**src/rtl/cache_mem_ctrl.sv**
```systemverilog
// Direct-mapped, write-back, write-allocate data cache controller.
// Evicts a dirty victim, then refills the requested 128-bit block over the isMemRead/isLock memory port.
//
// state | meaning
// IDLE  | waiting for a new CPU request
// CMP   | tag compare; a hit completes the access
// WB    | dirty victim write-back: one locked setup cycle, then MEM_LATENCY unlocked cycles
// AL    | block refill: one locked setup cycle, then MEM_LATENCY unlocked cycles
module cache_mem_ctrl #(
    parameter int NUM_LINES   = 4,
    parameter int MEM_LATENCY = 2
) (
    input  logic         clk,
    input  logic         rst_n,
    input  logic         cpu_req,
    input  logic         cpu_write,
    input  logic [9:0]   cpu_addr,
    input  logic [31:0]  cpu_wdata,
    output logic [31:0]  cpu_rdata,
    output logic         cpu_ready,
    output logic         mem_read,
    output logic         mem_lock,
    output logic [9:0]   mem_addr,
    output logic [127:0] mem_wdata,
    input  logic [127:0] mem_rdata
);

    localparam int IW = $clog2(NUM_LINES);
    localparam int TW = 6 - IW;
    localparam int CW = $clog2(MEM_LATENCY + 1);

    typedef enum logic [1:0] {
        S_IDLE,
        S_CMP,
        S_WB,
        S_AL
    } state_t;

    state_t          state_q, state_d;
    logic [CW-1:0]   cnt_q, cnt_d;
    logic            req_write_q, req_write_d;
    logic [9:0]      req_addr_q, req_addr_d;
    logic [31:0]     req_wdata_q, req_wdata_d;

    logic [NUM_LINES-1:0] valid_q;
    logic [NUM_LINES-1:0] dirty_q;
    logic [TW-1:0]        tag_q  [NUM_LINES];
    logic [127:0]         data_q [NUM_LINES];

    logic [31:0]     cpu_rdata_d;
    logic            cpu_ready_d;
    logic            mem_read_d;
    logic            mem_lock_d;
    logic [9:0]      mem_addr_d;
    logic [127:0]    mem_wdata_d;

    logic [IW-1:0]   idx;
    logic [TW-1:0]   rtag;
    logic [6:0]      sel;
    logic [127:0]    line;
    logic [127:0]    merged;
    logic            hit;
    logic            phase_done;
    logic            fill_we;
    logic            store_we;
    logic            clean_we;

    // Byte-offset bits carry no meaning for word accesses.
    logic            unused_addr_bits;
    assign unused_addr_bits = ^cpu_addr[1:0];

    assign idx        = req_addr_q[4 +: IW];
    assign rtag       = req_addr_q[4 + IW +: TW];
    assign sel        = {req_addr_q[3:2], 5'b0};
    assign line       = data_q[idx];
    assign hit        = valid_q[idx] && (tag_q[idx] == rtag);
    assign merged     = (line & ~(128'hffff_ffff << sel)) | ({96'b0, req_wdata_q} << sel);
    assign phase_done = (cnt_q == CW'(MEM_LATENCY));

    always_comb begin
        state_d     = state_q;
        cnt_d       = cnt_q;
        req_write_d = req_write_q;
        req_addr_d  = req_addr_q;
        req_wdata_d = req_wdata_q;
        cpu_rdata_d = cpu_rdata;
        cpu_ready_d = 1'b0;
        mem_read_d  = mem_read;
        mem_lock_d  = mem_lock;
        mem_addr_d  = mem_addr;
        mem_wdata_d = mem_wdata;
        fill_we     = 1'b0;
        store_we    = 1'b0;
        clean_we    = 1'b0;

        case (state_q)
            S_IDLE: begin
                if (cpu_req && !cpu_ready) begin
                    req_write_d = cpu_write;
                    req_addr_d  = cpu_addr;
                    req_wdata_d = cpu_wdata;
                    state_d     = S_CMP;
                end
            end
            S_CMP: begin
                if (hit) begin
                    if (req_write_q) begin
                        store_we = 1'b1;
                    end else begin
                        cpu_rdata_d = line[sel +: 32];
                    end
                    cpu_ready_d = 1'b1;
                    state_d     = S_IDLE;
                end else if (valid_q[idx] && dirty_q[idx]) begin
                    // Address and data are set up while still locked, so a write never sees them move.
                    cnt_d       = '0;
                    mem_lock_d  = 1'b1;
                    mem_read_d  = 1'b0;
                    mem_addr_d  = {tag_q[idx], idx, 4'b0};
                    mem_wdata_d = line;
                    state_d     = S_WB;
                end else begin
                    cnt_d      = '0;
                    mem_lock_d = 1'b1;
                    mem_read_d = 1'b1;
                    mem_addr_d = {rtag, idx, 4'b0};
                    state_d    = S_AL;
                end
            end
            S_WB: begin
                if (phase_done) begin
                    clean_we   = 1'b1;
                    cnt_d      = '0;
                    mem_lock_d = 1'b1;
                    mem_read_d = 1'b1;
                    mem_addr_d = {rtag, idx, 4'b0};
                    state_d    = S_AL;
                end else begin
                    cnt_d      = cnt_q + CW'(1);
                    mem_lock_d = 1'b0;
                end
            end
            S_AL: begin
                if (phase_done) begin
                    fill_we    = 1'b1;
                    mem_lock_d = 1'b1;
                    state_d    = S_CMP;
                end else begin
                    cnt_d      = cnt_q + CW'(1);
                    mem_lock_d = 1'b0;
                end
            end
            default: begin
                state_d = S_IDLE;
            end
        endcase
    end

    always_ff @(posedge clk) begin
        if (!rst_n) begin
            state_q     <= S_IDLE;
            cnt_q       <= '0;
            req_write_q <= 1'b0;
            req_addr_q  <= '0;
            req_wdata_q <= '0;
            valid_q     <= '0;
            dirty_q     <= '0;
            cpu_rdata   <= '0;
            cpu_ready   <= 1'b0;
            mem_read    <= 1'b1;
            mem_lock    <= 1'b1;
            mem_addr    <= '0;
            mem_wdata   <= '0;
        end else begin
            state_q     <= state_d;
            cnt_q       <= cnt_d;
            req_write_q <= req_write_d;
            req_addr_q  <= req_addr_d;
            req_wdata_q <= req_wdata_d;
            cpu_rdata   <= cpu_rdata_d;
            cpu_ready   <= cpu_ready_d;
            mem_read    <= mem_read_d;
            mem_lock    <= mem_lock_d;
            mem_addr    <= mem_addr_d;
            mem_wdata   <= mem_wdata_d;
            if (fill_we) begin
                valid_q[idx] <= 1'b1;
                dirty_q[idx] <= 1'b0;
            end else if (store_we) begin
                dirty_q[idx] <= 1'b1;
            end else if (clean_we) begin
                dirty_q[idx] <= 1'b0;
            end
        end
    end

    // Line storage needs no reset: valid bits gate every use of it.
    always_ff @(posedge clk) begin
        if (rst_n && fill_we) begin
            data_q[idx] <= mem_rdata;
            tag_q[idx]  <= rtag;
        end else if (rst_n && store_we) begin
            data_q[idx] <= merged;
        end
    end

endmodule

```
**config.mk**
```make
export PLATFORM = sky130hd
export DESIGN_NAME = cache_mem_ctrl
export DESIGN_NICKNAME = d
export VERILOG_FILES = /design/src/rtl/cache_mem_ctrl.sv
export SDC_FILE = /design/constraint.sdc
export NUM_CORES = 1
export LEC_CHECK = 0
export CAP_MARGIN = 20
export CORE_ASPECT_RATIO = 1.75
export CORE_MARGIN = 8
export CORE_UTILIZATION = 45
export DETAILED_ROUTE_END_ITERATION = 10
export HOLD_SLACK_MARGIN = 0.02
export PLACE_DENSITY = 0.68
export SLEW_MARGIN = 15
export SYNTH_ARGS = -nofsm -noshare
export SYNTH_HDL_FRONTEND = slang
export SYNTH_SLANG_ARGS = --single-unit
```
**constraint.sdc**
```tcl
create_clock -name clk -period 28.4 [get_ports clk]
set_input_delay 7.1 -clock clk [delete_from_list [all_inputs] [get_ports clk]]
set_output_delay 7.1 -clock clk [all_outputs]
set_load 0.01 [all_outputs]
```
==> Implementation_results.wiki <==
{| class="wikitable"
! Metric !! Value
|-
| Number of DRC markers in iteration 0 || around 1,800
|-
| Vias post-DR || 19,281
|-
| Final-stage net count || 2,534
|-
| Portion of synthesized cell area occupied by the leading cell type || 49.54%
|-
| Cell type with the highest aggregate area in the netlist || edfxtp_1
|-
| Inserted Clock Buffers || 70
|-
| Vias in the first global route || 20,094
|-
| Levels on crit path || 6
|-
| Startpoint type of the worst setup path || input port
|-
| Number of synthesized flops with an enable pin || 528
|-
| Total Routing Usage GR || 22.21%
|-
| Wire length after detailed routing || around 90,000 um
|-
| Number of ports placed on the die boundary || 347
|-
| Number of buffers and inverters on the critical path || 4
|-
| Outcome || completed
|-
| CTS sink count || 752
|-
| Number of max-slew violations in the final report || 0
|-
| HP Class || flop to flop
|-
| Maximum fanout along the worst path || 88
|-
| Unrepaired setup endpoints after global routing || no
|-
| Most frequent cell after synthesis || edfxtp_1
|-
| Remaining design rule violation count || 0
|-
| Die span in x || 217.6 um
|-
| Detailed-routed wire length on met3 || 7204 um
|-
| Ordered cell list for the critical path || buf_8, buf_4, nand4_1, a21oi_4, buf_4, buf_4
|-
| Area Growth Syn to Fin || 20.47%
|-
| Final design instance area without fill || 38,560 um^2
|-
| Post-detailed-placement cell area || 36,190 um^2
|-
| Total of endpoints with negative setup slack in the final report || 0
|-
| Unique masters post-synth || 49
|-
| Clock input transition at the sequential cells of the worst setup and hold paths || 60 ps
|-
| Leakage power figure || ~12 nW
|-
| Vias per inst || 5.790
|-
| Fraction of the yosys area taken by sequential cells || roughly 64%
|-
| Top metal layer carrying routed signals || met5
|-
| Clock insertion delay at the later pin of the skew report || 620 ps
|-
| Worst-margin pin slew || approximately 1100 ps
|-
| Final critical delay including setup and external delays || 10,210 ps
|-
| First-pass GRT wire length || between 100,000 and 150,000 um
|-
| Amount of wire on met2 after detailed routing || ~45,000 um
|-
| Router iterations before antenna repair || 5
|-
| CTS tree || built
|-
| Final worst-path cycle share || 35.96%
|-
| Ys flop type || edfxtp_1
|-
| Number of rows created at floorplan || 129
|-
| Max-cap violation count || 0
|-
| Data required time of the worst path || 28,630 ps
|-
| Kind of end point of the critical path || flop
|-
| Worst Setup Path Type || input port to flop
|-
| List of most frequent post-synthesis cells || edfxtp_1 (528), nand2_1 (394), dfxtp_1 (224)
|-
| Filler Cells Inserted || 5,661
|-
| Mean post-synth cell area || around 15 um^2
|-
| Area of the core || a little over 70,000 um^2
|-
| Syn Std Cell Area || 32,010 um^2
|-
| Headroom to the max-slew limit || 24.40%
|-
| Hold Path Depth || 1
|-
| Worst Clk Skew || 20.58 ps
|-
| Post-Syn Instances || 2,068
|-
| Routed wirelength normalized by instance count || 27.09 um
|-
| Setup TNS after final layout || 0 ps
|-
| Worst path max stage delay || 810 ps
|-
| Fraction of synthesis flops using an asynchronous set or reset pin || 0%
|-
| Area contributors post-synth || edfxtp_1 (50%), dfxtp_1 (14%), mux4_2 (12%)
|-
| Pin count of the biggest net entering global routing || between 100 and 150
|-
| Starting utilization of the core area || 45.38%
|-
| Post-CTS Setup Inserts || 0
|-
| R2R cell count || 8
|-
| Fmax || 97.91 MHz
|-
| Htree depth || 3
|-
| Yosys warns || 0
|-
| Gpl congestion || 0.7813
|-
| Number of cells after detailed placement || 3,197
|-
| Cell family with most CP delay || buffers and inverters
|-
| Die outline height || 368.8 um
|-
| Post-route ant nets || 0
|-
| Total routed wire length on the met1 layer || 35,960 um
|-
| Slowest-stage cell, CP || buf_4
|-
| Arrival time reported for the critical path endpoint || roughly 10,000 ps
|-
| Count of input and output buffers || 340
|-
| CTS root buf || clkbuf_16
|-
| PwrDens || 64.10 nW/um^2
|-
| Peak VDD IR || between 0.00005 and 0.00006 V
|-
| Number of resized instances in the post-cts repair step || 0
|-
| Estimated wirelength of the detail-placed design || 58,440 um
|-
| Total grt overflow || 0
|-
| Share of cells above drive strength 1 || 20.34%
|-
| Final Hold Vio Count || 0
|-
| Hold slack || roughly 450 ps
|-
| Number of antenna violations at the first check in global routing || 8
|-
| Number of standard cells in the final layout excluding fillers || 3,330
|-
| Number of flip-flops and latches in the synthesized netlist || 752
|-
| Die outline area || about 80,000 um^2
|-
| Hold Buf Count CTS || 0
|-
| Most frequent CP cell || buf_4
|-
| Clock Tree Buf Depth || 3
|}
-- state kept, by name, summed over array words and instances, names as in the netlist, 2 cells and up, named ones only --
signal and count:
cpu_rdata 32, cnt_q 2, state_q 2, mem_wdata 128, data_q 512, mem_addr 6
req_addr_q 8, valid_q 4, req_wdata_q 32, tag_q 16
-- area by class of cell --
cell class | count | area [um^2] | area share, %
Clock buffer | 92 | 1978 | 5.130
Clock inverter | 36 | 350.3 | 0.9086
Multi-Input combinational cell | 1148 | 10980 | 28.49
Antenna cell | 4 | 10.01 | 0.02596
Timing Repair Buffer | 374 | 3709 | 9.618
Sequential cell | 752 | 20350 | 52.79
Inverter | 7 | 26.28 | 0.06814
Tap cell | 917 | 1147 | 2.976
-- metrics by stage --
stage / power (mW) / setup WS [ps] / utilization (%)
floorplan: 1.423 / 10130 / -
global placement: 1.538 / 17630 / 51.31
detailed placement: 1.544 / 17530 / 51.31
CTS: 2.493 / 18190 / 54.61
global route: 2.555 / 17990 / 54.65
finish: 2.471 / 18190 / 54.67
-- cells in the final DEF, fill, tap and decap left out, types with 3 or more instances in the layout --
master           instances
clkinv_4                 3
buf_4                   31
inv_6                    4
mux2_2                 153
bufinv_16                5
o31ai_1                  5
diode_2                  4
clkdlybuf4s50_1        339
clkbuf_1                11
nor3_1                   3
edfxtp_1               528
conb_1                   4
o21ai_0                  7
dfxtp_1                219
a21oi_1                 45
o311ai_0                32
o41ai_1                 32
nand3_1                  4
mux4_2                 166
nand2_1                392
clkbuf_16               73
mux2_1                 105
dfxtp_4                  3
mux2i_1                137
ha_1                     7
clkinvlp_4               6
nor2_1                   6
inv_1                    6
nand2b_1                 4
clkbuf_8                 8
clkinv_2                11
a21boi_0                 4
a21o_1                   5
clkinv_1                 6
a21oi_4                  3
-- kinds of logic after synthesis --
logic type      count (synthesis)  synth area share [%]
flops                         752                 63.55
simple gates                  423                 5.137
xor+xnor                        4                0.1564
fa+ha+maj                       7                0.2736
compound gates                149                 3.354
mux                           561                 25.04
buf+inv                       171                 2.478
other cells                     1               0.01172
-- worst paths after layout --
| path | from | end | slack, ps |
|---|---|---|---|
| max | rst_n | data_q[3][79] | 18190 |
| min reg2reg | valid_q[1] | valid_q[1] | 450 |
| max reg2reg | flop | mem_wdata[111] | 23050 |
| min | valid_q[1] | valid_q[1] | 450 |
-- worst reg2reg max path: cells and delay by family, from the launching register on --
kind            cells  cell delay, ps
buf+inv             3            2450
compound gates      1             710
xor+xnor            1             200
simple gates        1             640
mux                 2             770
flops               1             500
-- per-layer routing --
metal	vias up	track usage, %
met1	9927	28.15
met4	6	7.119
met3	120	5.655
met5	-	0
li1	8488	-
met2	740	36.90
-- power breakdown --
group	leakage, nW	total, mW	switching [mW]	internal (mW)
Sequential	6.56	1.20	0.0199	1.18
Combinational	4.66	0.317	0.175	0.142
Clock	1.13	0.954	0.413	0.541
Total	12.4	2.47	0.607	1.86
Note: power is estimated with default switching activity, not from simulation.
